`config.mk`:
```
export PLATFORM = sky130hd
export DESIGN_NAME = dwc_result_sequencer
export DESIGN_NICKNAME = d
export VERILOG_FILES = /design/src/rtl/dwc_result_sequencer.sv
export SDC_FILE = /design/constraint.sdc
export NUM_CORES = 1
export LEC_CHECK = 0
export BUFFER_PORTS_ARGS = -buffer_cell sky130_fd_sc_hd__buf_4
export CAP_MARGIN = 20
export CORE_UTILIZATION = 35
export DETAILED_ROUTE_END_ITERATION = 12
export PLACE_DENSITY = 0.64
export SKIP_LAST_GASP = 1
export SLEW_MARGIN = 20
export SYNTH_ARGS = -nofsm -noshare
export SYNTH_HDL_FRONTEND = slang
export SYNTH_SLANG_ARGS = --single-unit
```
`constraint.sdc`:
```
create_clock -name clk -period 2.5 [get_ports clk]
set_input_delay 0.125 -clock clk [delete_from_list [all_inputs] [get_ports clk]]
set_output_delay 0.125 -clock clk [all_outputs]
set_load 0.02 [all_outputs]
```
`src/rtl/dwc_result_sequencer.sv`:
```
// Initiator for a duplicate-with-compare checker: captures one word per core, arms and triggers
// the checker, commits agreed results, retries mismatches. Optional skew watchdog: DWC_SKEW_WATCHDOG_EN.
module dwc_result_sequencer #(
    parameter int MAX_RETRY   = 3,
    parameter int TIMEOUT_CYC = 16,
    parameter int SKEW_CYC    = 32
) (
    input  logic        clk,
    input  logic        reset,
    input  logic        core_a_valid,
    input  logic [31:0] core_a_data,
    output logic        core_a_ready,
    input  logic        core_b_valid,
    input  logic [31:0] core_b_data,
    output logic        core_b_ready,
    output logic [31:0] data_a,
    output logic [31:0] data_b,
    output logic [31:0] data_set,
    output logic        chk_reset,
    input  logic [31:0] is_match,
    input  logic        interupt_match,
    output logic        res_valid,
    output logic [31:0] res_data,
    input  logic        res_ready,
    output logic        rerun_req,
    output logic [3:0]  retry_count,
    output logic        fault,
    output logic [1:0]  fault_code,
    input  logic        fault_clr
);
    typedef enum logic [2:0] {S_CAPTURE, S_ARM, S_TRIG, S_DECIDE, S_COMMIT, S_FAULT} state_t;

    localparam int TW = $clog2(TIMEOUT_CYC);
    localparam logic [TW-1:0] TMO_LAST = TW'(TIMEOUT_CYC - 1);

    state_t          state, state_nx;
    logic            cap_a, cap_b, cap_a_nx, cap_b_nx;
    logic            arm_cnt;
    logic [TW-1:0]   timer;
    logic            match_q;
    logic            cap_a_fire, cap_b_fire, cap_a_now, cap_b_now;

    logic            core_a_ready_nx, core_b_ready_nx, chk_reset_nx, res_valid_nx;
    logic            rerun_req_nx, fault_nx;
    logic [31:0]     data_a_nx, data_b_nx, data_set_nx, res_data_nx;
    logic [3:0]      retry_count_nx;
    logic [1:0]      fault_code_nx;

    logic            unused_match_bits;
    assign unused_match_bits = ^is_match[31:1];

`ifdef DWC_SKEW_WATCHDOG_EN
    localparam int SW = $clog2(SKEW_CYC);
    localparam logic [SW-1:0] SKEW_LAST = SW'(SKEW_CYC - 1);
    logic [SW-1:0] skew_cnt;
`else
    logic [31:0] unused_skew;
    assign unused_skew = 32'(SKEW_CYC);
`endif

    assign cap_a_fire = (state == S_CAPTURE) && core_a_valid && core_a_ready;
    assign cap_b_fire = (state == S_CAPTURE) && core_b_valid && core_b_ready;
    assign cap_a_now  = cap_a | cap_a_fire;
    assign cap_b_now  = cap_b | cap_b_fire;

    // state register
    always_ff @(posedge clk or negedge reset) begin
        if (!reset) state <= S_CAPTURE;
        else        state <= state_nx;
    end

    // next-state logic; a capture or interrupt beats an expiry landing in the same cycle
    always_comb begin
        state_nx = state;
        case (state)
            S_CAPTURE: begin
                if (cap_a_now && cap_b_now) state_nx = S_ARM;
`ifdef DWC_SKEW_WATCHDOG_EN
                else if ((cap_a ^ cap_b) && skew_cnt == SKEW_LAST) state_nx = S_FAULT;
`endif
            end
            S_ARM:    if (arm_cnt) state_nx = S_TRIG;
            S_TRIG: begin
                if (interupt_match)        state_nx = S_DECIDE;
                else if (timer == TMO_LAST) state_nx = S_FAULT;
            end
            S_DECIDE: begin
                if (match_q)                          state_nx = S_COMMIT;
                else if (retry_count < 4'(MAX_RETRY)) state_nx = S_CAPTURE;
                else                                  state_nx = S_FAULT;
            end
            S_COMMIT: if (res_ready) state_nx = S_CAPTURE;
            S_FAULT:  if (fault_clr) state_nx = S_CAPTURE;
            default:  state_nx = S_CAPTURE;
        endcase
    end

    // next values of the registered outputs, derived from the state being entered
    always_comb begin
        cap_a_nx        = (state == S_CAPTURE && state_nx == S_CAPTURE) ? cap_a_now : 1'b0;
        cap_b_nx        = (state == S_CAPTURE && state_nx == S_CAPTURE) ? cap_b_now : 1'b0;
        core_a_ready_nx = (state_nx == S_CAPTURE) && !cap_a_nx;
        core_b_ready_nx = (state_nx == S_CAPTURE) && !cap_b_nx;
        data_a_nx       = cap_a_fire ? core_a_data : data_a;
        data_b_nx       = cap_b_fire ? core_b_data : data_b;
        data_set_nx     = (state_nx == S_TRIG) ? 32'd3 : 32'd0;
        // checker held in re-arm except while a compare is in flight or its verdict is in use
        chk_reset_nx    = !(state_nx == S_TRIG || state_nx == S_DECIDE || state_nx == S_COMMIT);
        res_valid_nx    = (state_nx == S_COMMIT);
        res_data_nx     = (state == S_DECIDE && state_nx == S_COMMIT) ? data_a : res_data;
        rerun_req_nx    = (state == S_DECIDE && state_nx == S_CAPTURE);
        retry_count_nx  = retry_count;
        if (rerun_req_nx)
            retry_count_nx = retry_count + 4'd1;
        else if ((state == S_COMMIT || state == S_FAULT) && state_nx == S_CAPTURE)
            retry_count_nx = 4'd0;
        fault_nx        = (state_nx == S_FAULT);
        fault_code_nx   = 2'b00;
        if (state_nx == S_FAULT) begin
            if (state == S_FAULT)       fault_code_nx = fault_code;
            else if (state == S_TRIG)   fault_code_nx = 2'b01;
            else if (state == S_DECIDE) fault_code_nx = 2'b10;
            else                        fault_code_nx = 2'b11;
        end
    end

    always_ff @(posedge clk or negedge reset) begin
        if (!reset) begin
            cap_a        <= 1'b0;
            cap_b        <= 1'b0;
            arm_cnt      <= 1'b0;
            timer        <= '0;
            match_q      <= 1'b0;
            core_a_ready <= 1'b0;
            core_b_ready <= 1'b0;
            data_a       <= '0;
            data_b       <= '0;
            data_set     <= '0;
            chk_reset    <= 1'b1;
            res_valid    <= 1'b0;
            res_data     <= '0;
            rerun_req    <= 1'b0;
            retry_count  <= '0;
            fault        <= 1'b0;
            fault_code   <= 2'b00;
        end else begin
            cap_a        <= cap_a_nx;
            cap_b        <= cap_b_nx;
            arm_cnt      <= (state == S_ARM) ? ~arm_cnt : 1'b0;
            timer        <= (state == S_TRIG) ? timer + TW'(1) : '0;
            if (state == S_TRIG && interupt_match) match_q <= is_match[0];
            core_a_ready <= core_a_ready_nx;
            core_b_ready <= core_b_ready_nx;
            data_a       <= data_a_nx;
            data_b       <= data_b_nx;
            data_set     <= data_set_nx;
            chk_reset    <= chk_reset_nx;
            res_valid    <= res_valid_nx;
            res_data     <= res_data_nx;
            rerun_req    <= rerun_req_nx;
            retry_count  <= retry_count_nx;
            fault        <= fault_nx;
            fault_code   <= fault_code_nx;
        end
    end

`ifdef DWC_SKEW_WATCHDOG_EN
    // counts cycles since the first word of a pair was captured
    always_ff @(posedge clk or negedge reset) begin
        if (!reset)                                skew_cnt <= '0;
        else if (state == S_CAPTURE && (cap_a ^ cap_b)) skew_cnt <= skew_cnt + SW'(1);
        else                                       skew_cnt <= '0;
    end
`endif

endmodule

```
# After elaboration in Yosys (flattened, before gate mapping)
# Index checks and enable logic that the tools add are counted.
# totals
regBits	121
latch_bits	0
ram_bits	0
rom_bits	0
inputBits	103
out_inout_bits	140
word_cells	76
mem_count	0
# classes
addsub	2
mul	0
div	0
n_lt_le_gt_ge	1
n_eq_ne	11
shift	0
muxes	20
n_bitwise	3
n_reduce_logical	21
# ops
cell	count
3-bit 2-to-1 mux	8
3-bit case mux with 6 select lines	1
3-bit by 2-bit == test with 1-bit output, second input constant	4
3-bit == test, second input constant	4
1-bit logical AND	12
4-bit 2-to-1 mux	3
4-bit by 1-bit adder with 4-bit output, second input constant	2
2-bit 2-to-1 mux	4
3-bit zero test	2
4-bit == test, second input constant	1
4-bit by 2-bit less-than comparator with 1-bit output, second input constant	1
1-bit 2-to-1 mux	4
3-bit by 1-bit == test with 1-bit output, second input constant	1
1-bit zero test	3
1-bit logical OR	3
2-bit != test, second input constant	1
1-bit OR	2
2-bit nonzero test	1
1-bit NOT	1

# Longest topological paths before layout
# Gate-level depths: netlist (run 1).
# logic_depth
depth_word	12
depth_mapped	8

# Worst setup path before layout (run 1)
# Ideal clock, no wire load.
# synth_timing
kind	reg-to-reg
start	register retry_count[0]
end	register retry_count[0]
setup_ns	0.124
arrival_time_ns	2.108
required_time_ns	2.376
slack_ns	0.268
stages_incl_launch_ff	8
synth_period_minus_slack_ns	2.232
path_cell_list	dfrtp_1 -> ha_1 -> nor3_1 -> o311ai_1 -> a211o_4 -> or3_1 -> buf_6 -> a211o_1
# synth_between
elab_chain_cells	7
elab_cells_between_ends	10
classes_between	add/sub (1); order compare (1); mux (4); reduce/logical (4)
# synth_rtl
element	line_no	source
from (decl)	26	output logic [3:0] retry_count,
from (signal assigned)	161	retry_count <= retry_count_nx;
4-bit by 2-bit less-than comparator with 1-bit output *	89	else if (retry_count < 4'(MAX_RETRY)) state_nx = S_CAPTURE;
3-bit 2-to-1 mux *	89	
3-bit 2-to-1 mux *	88	if (match_q) state_nx = S_COMMIT;
3-bit case mux with 6 select lines *	75	case (state)
via state_nx[0]	36	state_t state, state_nx;
3-bit zero test *	111, 115	
1-bit logical AND (on tied branches)	111, 115	
4-bit 2-to-1 mux / 2-bit nonzero test (equally long branches)	n/a	
# Mark *: on every way through the listed nets, which the timed path passes. The rest lies on a longest branch.
# A chain may end at the register's enable or synchronous reset.

# Worst setup path after layout (run 1)
# Ends and elaborated chain as after synthesis.

==> impl_results.md, run 1 <==
- TritonCTS clock tree: built
- Cell area after layout: 7540 um^2
- Post-Syn Instances: 336
- DRC violations left: 0
- Final ANT Viol Nets: 0
- Die ar.: 14,500 um^2
- Hold endpoint: match_q$_DFFE_PN0P_
- Worst Path Class, Setup: flip-flop to flip-flop
- Area Overhead vs Synth: 53.7%
- Critical path launch point type: flip-flop
- Core Region: 13,500 um^2
- Iteration-0 DRC Markers: 103
- Max Cap Viol: 0
- Power Dens Cells: 1310 nW/um^2
- Critical-path cell list: ha_1 -> nor3_2 -> o311ai_1 -> a211o_4 -> or3_1 -> a211o_1
- Met2 WL post-DR: 5730 um
- Initial Util: 36.5%
- Max clock buf depth: 2
- Num ports: 243
- Peak supply drop: 0.552 mV
- Worst Hold Class: input pin to flip-flop
- Crit path required time: 2790 ps
- Worst path slowest cell: or3_1
- Gpl congestion: 0.760
- Max Clock Freq: 440 MHz
- Lkg Pwr: 3.69 nW
- Final Max Slew Viols: 0
- CP peak stage delay: 500 ps
- Clock root buffer: clkbuf_16
- First-pass DRT Iterations: 4
- Drt via density: 4.47
- Post-Route WL: 11,100 um
- GRT Total Usage: 16.3%
- Post-synthesis simple-gate area fraction: 4.84%
- TritonCTS buffer count: 17
- Worst skew pair latency: 410 ps
- Routed length per instance: 14.3 um
- Met3 wire length: 649 um
- Largest net degree at the start of global routing: 74
- CP max FO: 9
- Most common cell after layout, fill and taps aside: buf_4
- Worst R2R Setup Slack: 230 ps
- Antenna violations before repair: 0
- Status: finished clean
- Main combinational cell family by area after synthesis: multiplexers
- CP Data Arrival Time: 2570 ps
- Die width: 120 um
- Share of layout cells above drive strength 1: 52.9%
- Clock slew at reported path FFs: 50 ps
- Setup TNS: 0 ps
- Library cells used by synthesis: 40
- Final Skew: 8.35 ps
- H-tree depth: 4
- FF-to-FF End: retry_count[0]$_DFFE_PN0P_
- Nets@finish: 695
- First-pass GRT wire length: 18,000 um
- Slew @ Worst Pin: 632 ps
- #FFs+latches synth: 120
- Core Util, Final: 56.1%
- Synth Warn #: 0
- Hold_sp: interupt_match
- Top FF cell, synth: dfrtp_1
- Seq/Total Area, Yosys: 61.2%
- Vias in the first global route: 3,627
- Commonest non-fill, non-tap cells in the layout: 182 x buf_4, 119 x dfrtp_1, 97 x mux2_2, 66 x dlygate4sd3_1, 30 x conb_1
- Synth Area in Compound Gates: 3.41%
- Endpoints failing setup: 0
- Power Total: 9.85 mW
- Diode count: 0
- Unrepaired setup endpoints after global routing: no
- Final hold vios: 0
- Post-synth EDFFs: 0
- R2R depth: 6
- Adder-Cell Fraction of Synth Area: 0.510%
- Area of the mapped netlist: 4910 um^2
- Multiplexer share of the synthesized area: 22.5%
- Buffers on Ports: 181
- Clock Sinks: 120
- CP Capture Type: flip-flop
- Mean post-synth cell area: 14.6 um^2
- Post-Place Cell Area: 6350 um^2
- Minimum clock period: 2270 ps
- R2r startpoint: retry_count[0]$_DFFE_PN0P_
- Ys async rst share: 100%
- Hold Path Cell Cnt: 3
- Slew headroom: 57.8%
- Top Layer Used: met4
- Xor and xnor area share after synthesis: 0.357%
- Final Cycle Share: 90.9%
- Total grt overflow: 0
- Post-DP HPWL: 7400 um
- Rows: 42
- Die span in y: 120 um
- DRT met1 WL: 4550 um
- Via count: 3,475
[per-stage QoR]
| step | setup WS (ps) | cells | hold WS (ps) |
|---|---|---|---|
| finish | 228 | 777 | 55.1 |
| global route | 81.7 | 777 | 49.6 |
| CTS | 135 | 777 | 40.8 |
| detailed placement | 193 | 681 | 197 |
| global placement | 217 | 681 | 172 |
| floorplan | 268 | 365 | -171 |
[Yosys cell counts (3+ instances only)]
library cell | instances | area, um^2
dfrtp_1 | 119 | 2980
mux2_2 | 97 | 1090
buf_4 | 38 | 285
nor2_1 | 13 | 48.8
a21oi_1 | 5 | 25.0
nand2_1 | 5 | 18.8
buf_2 | 4 | 20.0
nand2b_1 | 4 | 25.0
nand3_1 | 4 | 20.0
nor3_1 | 4 | 20.0
o21a_1 | 4 | 30.0
and2_1 | 3 | 18.8
buf_6 | 3 | 33.8
[kinds of logic after synthesis]
| group | count (synthesis) |
|---|---|
| AOI/OAI and AO/OA | 21 |
| and+or+nand+nor | 44 |
| DFF | 120 |
| buffers and inverters | 48 |
| muxes | 98 |
| other | 1 |
| xor gates and xnor gates | 2 |
| adders and majority gates | 2 |
[power breakdown]
part           leakage, nW  internal [mW]  switching [mW]
Sequential            1.51           2.84           0.559
Combinational         1.92           2.10            2.18
Clock                0.258           1.40           0.769
Total                 3.69           6.34            3.50
[worst max-delay path, delay by kind of cell, from the launching register on]
family,cells,cell delay [ps]
AO/OA/AOI/OAI,3,820
AND/OR/NAND/NOR,2,660
flip-flops,1,420
adder cells (fa/ha/maj),1,240
[worst max-delay path by stage]
stage / from / to / slack (ps)
floorplan: retry_count[0]$_DFFE_PN0P_ / retry_count[0]$_DFFE_PN0P_ / 270
global placement: retry_count[0]$_DFFE_PN0P_ / retry_count[0]$_DFFE_PN0P_ / 220
detailed placement: retry_count[0]$_DFFE_PN0P_ / retry_count[0]$_DFFE_PN0P_ / 190
CTS: retry_count[0]$_DFFE_PN0P_ / retry_count[0]$_DFFE_PN0P_ / 140
global route: retry_count[0]$_DFFE_PN0P_ / retry_count[0]$_DFFE_PN0P_ / 80
finish: retry_count[0]$_DFFE_PN0P_ / retry_count[0]$_DFFE_PN0P_ / 230
[final cells by class]
type / count / area [um^2]
multi-input combinational: 197 / 1680
clock inverter: 4 / 45.0
clock buffer: 26 / 479
timing repair buffer: 252 / 2110
sequential: 120 / 3000
fill: 1095 / 5910
inverter: 2 / 7.51
tap: 176 / 220
[routing by layer]
layer  vias to the layer above  track usage [%]
li1                       1626                -
met1                      1701             18.9
met2                       130             27.8
met3                        18             5.24
met4                         0             6.48
met5                         -                0
[sequential cells by signal (all words and copies together), names as in the netlist]
register	cells
data_b	32
core_b_ready	1
core_a_ready	1
res_data	32
timer	4
match_q	1
fault_code	2
data_a	32
retry_count	4
arm_cnt	1
state	3
res_valid	1
cap_a	1
fault	1
rerun_req	1
data_set	1
chk_reset	1
cap_b	1
[what timing repair did]
action,4_1_cts,5_1_grt
resized for setup,0,1
setup endpoints to repair,0,1
hold buffers,66,0
buffers inserted,0,0
endpoints found under the hold margin,111,0
Note: power is estimated with default switching activity, not from simulation.
==> run 2: changes to the inputs <==
Settings changed: BUFFER_PORTS_ARGS -buffer_cell sky130_fd_sc_hd__buf_4 to default, DONT_BUFFER_PORTS from default to 1, PLACE_DENSITY 0.64 to 0.49.
==> run 2 against run 1 <==
Effect of this change: the run now ends with hold timing left; clock power rose by 15%; sequential share of layout area rose by 7.9 points; worst hold slack got worse by 640 ps.
==> impl_results.md, run 2 (same netlist as run 1, synthesis figures left out) <==
- Minimum clock period: 2230 ps (-41.7 ps)
- Fin Hold WS: -584 ps (-639 ps)
- Total grt overflow: 0 (unchanged)
- CP Data Arrival Time: 2520 ps (-50 ps)
- Most common cell after layout, fill and taps aside: dfrtp_1
- Endpoints failing setup: 0 (unchanged)
- Fillers: 1,205 (+10%)
- H-tree depth: 4 (unchanged)
- Top Registers: data_a (32), data_b (32), res_data (32)
- Largest net degree at the start of global routing: 121 (+64%)
- Rows: 42 (unchanged)
- Vias in the first global route: 3,043 (-16%)
- Final hold vios: 120 (+120)
- Final Max Slew Viols: 0 (unchanged)
- Clock slew at reported path FFs: 50 ps (about the same)
- TritonCTS clock tree: built
- Num ports: 243 (unchanged)
- Post-Route WL: 9930 um (-11%)
- Unrepaired setup endpoints after global routing: no
- PostCTS Resize Cnt: 0 (unchanged)
- Via count: 2,824 (-19%)
- TritonCTS buffer count: 17 (unchanged)
- Register area: 3000 um^2 (unchanged)
- First-pass GRT wire length: 15,800 um (-12%)
- Area Overhead vs Synth: 28.2%
- CTS Hold Bufs: 69 (+4.5%)
- Nets@finish: 518 (-25%)
- Die ar.: 14,500 um^2 (unchanged)
- Max Cap Viol: 0 (unchanged)
- First-pass DRT Iterations: 4 (unchanged)
- Power Dens Cells: 1410 nW/um^2 (+7.7%)
- Post-CTS setup buffer count: 0 (unchanged)
- Commonest non-fill, non-tap cells in the layout: 119 x dfrtp_1, 97 x mux2_2, 69 x dlygate4sd3_1, 30 x conb_1, 17 x clkbuf_16
- Status: finished, violations left
- DRC violations left: 0 (unchanged)
- Worst Path Class, Setup: flip-flop to flip-flop
- GRT Total Usage: 14.4% (-1.9 points)
- Worst skew pair latency: 400 ps (about the same)
- Final Skew: 4.90 ps (-3.45 ps)
- CP max FO: 6 (-3)
- Power Total: 8.84 mW (-10%)
- Share of layout cells above drive strength 1: 33.9% (-19 points)
- Antenna violations before repair: 0 (unchanged)
- Final Cycle Share: 89.2% (-1.7 points)
- Post-DP HPWL: 6210 um (-16%)
- Clock Sinks: 120 (unchanged)
- Routed length per instance: 16.5 um (+15%)
- Lkg Pwr: 2.86 nW (-23%)
- Gpl congestion: 0.673 (-11%)
- Diode count: 0 (unchanged)
- Clock root buffer: clkbuf_16
- Critical path launch point type: flip-flop
- Initial Util: 36.5% (unchanged)
- Failing checks: hold timing
- Setup TNS: 0 ps (unchanged)
- Peak supply drop: 0.512 mV (-7.4%)
- Die width: 120 um (unchanged)
- Final ANT Viol Nets: 0 (unchanged)
- Crit path required time: 2790 ps (about the same)
- Buffers on Ports: 0 (-100%)
- CP Capture Type: flip-flop
- Area used by multi-input combinational logic: 1670 um^2 (-0.45%)
- Worst Hold Class: input pin to asynchronous set/reset pin
- Die span in y: 120 um (unchanged)
- Iteration-0 DRC Markers: 75 (-27%)
- Max Clock Freq: 448 MHz (+1.9%)
- Drt via density: 4.70 (+5.1%)
- Max clock buf depth: 2 (unchanged)
- Core Region: 13,500 um^2 (unchanged)
run 2: changes by cell type in the layout (fill, tap and decap cells not counted), sizes merged:
cell         change
buf            -180
clkbuf           -4
clkinv           +3
dlygate4sd3      +3
bufinv           +2
run 2: per-layer routing:
layer | routed length (um) | up-vias | global-route usage, %
li1 | - | 1261 | -
met1 | 3850 | 1418 | 15.6
met2 | 5030 | 125 | 24.0
met3 | 803 | 20 | 5.90
met4 | 248 | 0 | 7.41
met5 | 0 | - | 0
run 2: area by class of cell:
class                      instances  area share, %
clock inverter                     9           1.91
tap                              176           3.50
clock buffer                      22           7.85
sequential                       120           47.7
timing repair buffer              75           12.3
inverter                           2          0.119
multi-input combinational        197           26.6
run 2: final timing paths:
path	startpoint	to	slack (ps)	depth (start not counted)
worst max-delay path	retry_count[0]$_DFFE_PN0P_	retry_count[0]$_DFFE_PN0P_	270	6
min in group clk	res_ready	state[2]$_DFF_PN0_	80	2
worst min-delay path	reset	res_data[7]$_DFFE_PN0P_	-580	0
worst max register to register	retry_count[0]$_DFFE_PN0P_	retry_count[0]$_DFFE_PN0P_	270	6
worst min register to register	timer[0]$_DFF_PN0_	timer[0]$_DFF_PN0_	460	1
max in group asynchronous	reset	chk_reset$_DFF_PN1_	2840	0
run 2: worst max-delay path, stage by stage (launching register included):
cell and delay, ps:
dfrtp_1 390, ha_1 220, nor3_1 220, o311ai_1 130
a211o_4 380, or3_1 450, a211o_1 320
run 2: power breakdown:
part	switching (mW)	internal, mW
registers	1.73	2.83
logic	0.729	1.06
clock network	0.804	1.68
total	3.26	5.58
run 2: metrics by stage:
stage          utilization [%]  setup slack, ps  cells  instance area [um^2]
5_1_grt                   46.8              149    601                  6290
6_report                  46.8              270    601                  6290
3_5_place_dp              37.1              270    501                  4990
2_1_floorplan                -              268    365                  5020
4_1_cts                   46.8              255    601                  6290
3_3_place_gp              37.1              309    501                  4990
==> run 3: changes to the inputs <==
Settings changed: CORE_ASPECT_RATIO from default to 0.9.
==> run 3 against run 2 <==
Effect of this change: the run still ends with hold timing left; non-clock buffer count up 1; core utilization shrank 0.36 points; clock power fell by 4%; critical path type unchanged; critical endpoint unchanged; power shrank 1.5%; fmax decreased by 1.8%; via count rose by 0.25%; highest routed layer unchanged; global-route usage down 0.25 points; largest power group unchanged; first-iteration DRC count up 16%; combinational power barely moved; clock skew is 0.79 ps higher.
==> impl_results.md, run 3 (same netlist as run 1, synthesis figures left out) <==
- Worst Hold Class: input pin to asynchronous set/reset pin
- Crit path depth: 6 (unchanged)
- Final ANT Viol Nets: 0 (unchanged)
- Commonest non-fill, non-tap cells in the layout: 119 x dfrtp_1, 97 x mux2_2, 68 x dlygate4sd3_1, 30 x conb_1, 17 x clkbuf_16
- Max Cap Viol: 0 (unchanged)
- First-pass DRT Iterations: 4 (unchanged)
- PostCTS Resize Cnt: 0 (unchanged)
- Antenna violations before repair: 0 (unchanged)
- Core Region: 13,500 um^2 (+0.45%)
- Die ar.: 14,500 um^2 (about the same)
- Setup TNS: 0 ps (unchanged)
- Minimum clock period: 2270 ps (+40.8 ps)
- Final Skew: 5.68 ps (+0.785 ps)
- Crit path required time: 2790 ps (about the same)
- Endpoints failing setup: 0 (unchanged)
- R2r startpoint: retry_count[0]$_DFFE_PN0P_
- GRT Total Usage: 14.1% (-0.25 points)
- Clock Sinks: 120 (unchanged)
- Largest net degree at the start of global routing: 121 (unchanged)
- Final Worst Setup Slack: 229 ps (-40.8 ps)
- CP peak stage delay: 500 ps (+50 ps)
- Rows: 40 (-4.8%)
- Iteration-0 DRC Markers: 87 (+16%)
- TritonCTS clock tree: built
- Non-filler cells, final: 593 (-1.3%)
- Crit path max-delay family: compound AO/OA/AOI/OAI gates
- Final Cycle Share: 90.9% (+1.6 points)
- Initial Util: 36.3% (-0.16 points)
- Post-Place Cell Area: 5010 um^2 (+0.40%)
- Nets@finish: 519 (+0.19%)
- Die span in y: 114 um (-5.0%)
- Fin Hold WS: -586 ps (-2.43 ps)
- Routed length per instance: 16.6 um (+0.25%)
- Die width: 127 um (+5.3%)
- Drt via density: 4.77 (+1.6%)
- First-pass GRT wire length: 15,300 um (-2.8%)
- Dpl ws: 212 ps (-57.8 ps)
- Final Max Slew Viols: 0 (unchanged)
- Critical path launch point type: flip-flop
- DRC violations left: 0 (unchanged)
- FF-to-FF End: retry_count[0]$_DFFE_PN0P_
- CP startpoint: retry_count[0]$_DFFE_PN0P_
- Lkg Pwr: 2.85 nW (-0.23%)
- Power Total: 8.71 mW (-1.5%)
- Final hold vios: 120 (unchanged)
- Clock root buffer: clkbuf_16
- Crit path capture: retry_count[0]$_DFFE_PN0P_
- Max clock buf depth: 2 (unchanged)
- Worst path slowest cell: or3_1
- TritonCTS buffer count: 17 (unchanged)
- Post-Route WL: 9820 um (-1.1%)
- Clock slew at reported path FFs: 50 ps (about the same)
- Max Clock Freq: 440 MHz (-1.8%)
- Top Registers: data_a (32), data_b (32), res_data (32)
- CTS Hold Bufs: 68 (-1.4%)
- Failing checks: hold timing
- Peak supply drop: 0.680 mV (+33%)
- Diode count: 0 (unchanged)
- CP max FO: 9 (+3)
- Most common cell after layout, fill and taps aside: dfrtp_1
- Cell area after layout: 6270 um^2 (-0.32%)
- Worst Path Class, Setup: flip-flop to flip-flop
- Gpl congestion: 0.726 (+7.9%)
- Fillers: 1,204 (-0.083%)
- Buf/Inv on CP: 0 (unchanged)
- Total grt overflow: 0 (unchanged)
- Critical-path cell list: ha_1 -> nor3_1 -> o311ai_1 -> a211o_4 -> or3_1 -> a211o_1
- Buffers on Ports: 0 (unchanged)
- Unrepaired setup endpoints after global routing: no
- Placed cells: 495 (-1.2%)
- Status: finished, violations left
- Worst R2R Setup Slack: 230 ps (-40 ps)
- CP Data Arrival Time: 2560 ps (+40 ps)
- Power Dens Cells: 1390 nW/um^2 (-1.2%)
- Area Overhead vs Synth: 27.8%
- Via count: 2,831 (+0.25%)
- Worst skew pair latency: 410 ps (about the same)
- H-tree depth: 4 (unchanged)
- CP Capture Type: flip-flop
- R2R depth: 6 (unchanged)
- Num ports: 243 (unchanged)
- Post-DP HPWL: 6170 um (-0.57%)
- Post-CTS setup buffer count: 0 (unchanged)
- Share of layout cells above drive strength 1: 34.1% (+0.24 points)
- Vias in the first global route: 2,958 (-2.8%)
-- run 3: changes by cell type in the layout (fill, tap and decap cells not counted), sizes merged --
cell         change
dlygate4sd3      -1
buf              +2
clkbuf           -2
clkinvlp         +1
-- run 3: power by group --
part | total, mW | switching, mW | internal [mW]
Clock | 2.40 | 0.803 | 1.59
Combinational | 1.76 | 0.716 | 1.04
Sequential | 4.56 | 1.73 | 2.83
-- run 3: metrics by stage --
stage	utilization, %	hold WS [ps]
3_3_place_gp	37.1	-168
2_1_floorplan	-	-171
6_report	46.4	-586
4_1_cts	46.4	-612
5_1_grt	46.4	-619
3_5_place_dp	37.1	-168
-- run 3: cell type report --
class | count | area [um^2] | share of cell area (%)
clock buffers | 20 | 457 | 7.28
repair buffers | 76 | 791 | 12.6
clock inverters | 10 | 128 | 2.03
flip-flops and latches | 120 | 3000 | 47.9
well taps | 168 | 210 | 3.35
inverters | 2 | 7.51 | 0.120
multi-input cells | 197 | 1680 | 26.7
-- run 3: worst register-to-register path: cells and delay by family, from the launching register on --
family | cells | cell delay [ps]
AO/OA/AOI/OAI | 3 | 860
flip-flops | 1 | 380
AND/OR/NAND/NOR | 2 | 700
adder cells (fa/ha/maj) | 1 | 220
-- run 3: worst min-delay path by stage --
stage	startpoint	end	slack (ps)	cells past startpoint
2_1_floorplan	reset	arm_cnt$_DFF_PN0_	-170	0
3_3_place_gp	reset	res_data[7]$_DFFE_PN0P_	-170	0
3_5_place_dp	reset	res_data[7]$_DFFE_PN0P_	-170	0
4_1_cts	reset	res_data[7]$_DFFE_PN0P_	-610	0
5_1_grt	reset	res_data[7]$_DFFE_PN0P_	-620	0
6_report	reset	res_data[7]$_DFFE_PN0P_	-590	0
-- run 3: layer usage --
metal  track usage, %  vias to the layer above  wire (um)
met2             22.6                      132       4940
met3             6.36                       10        864
met1             16.0                     1416       3870
li1                 -                     1273          -
met4             7.46                        0        146
met5                0                        -          0
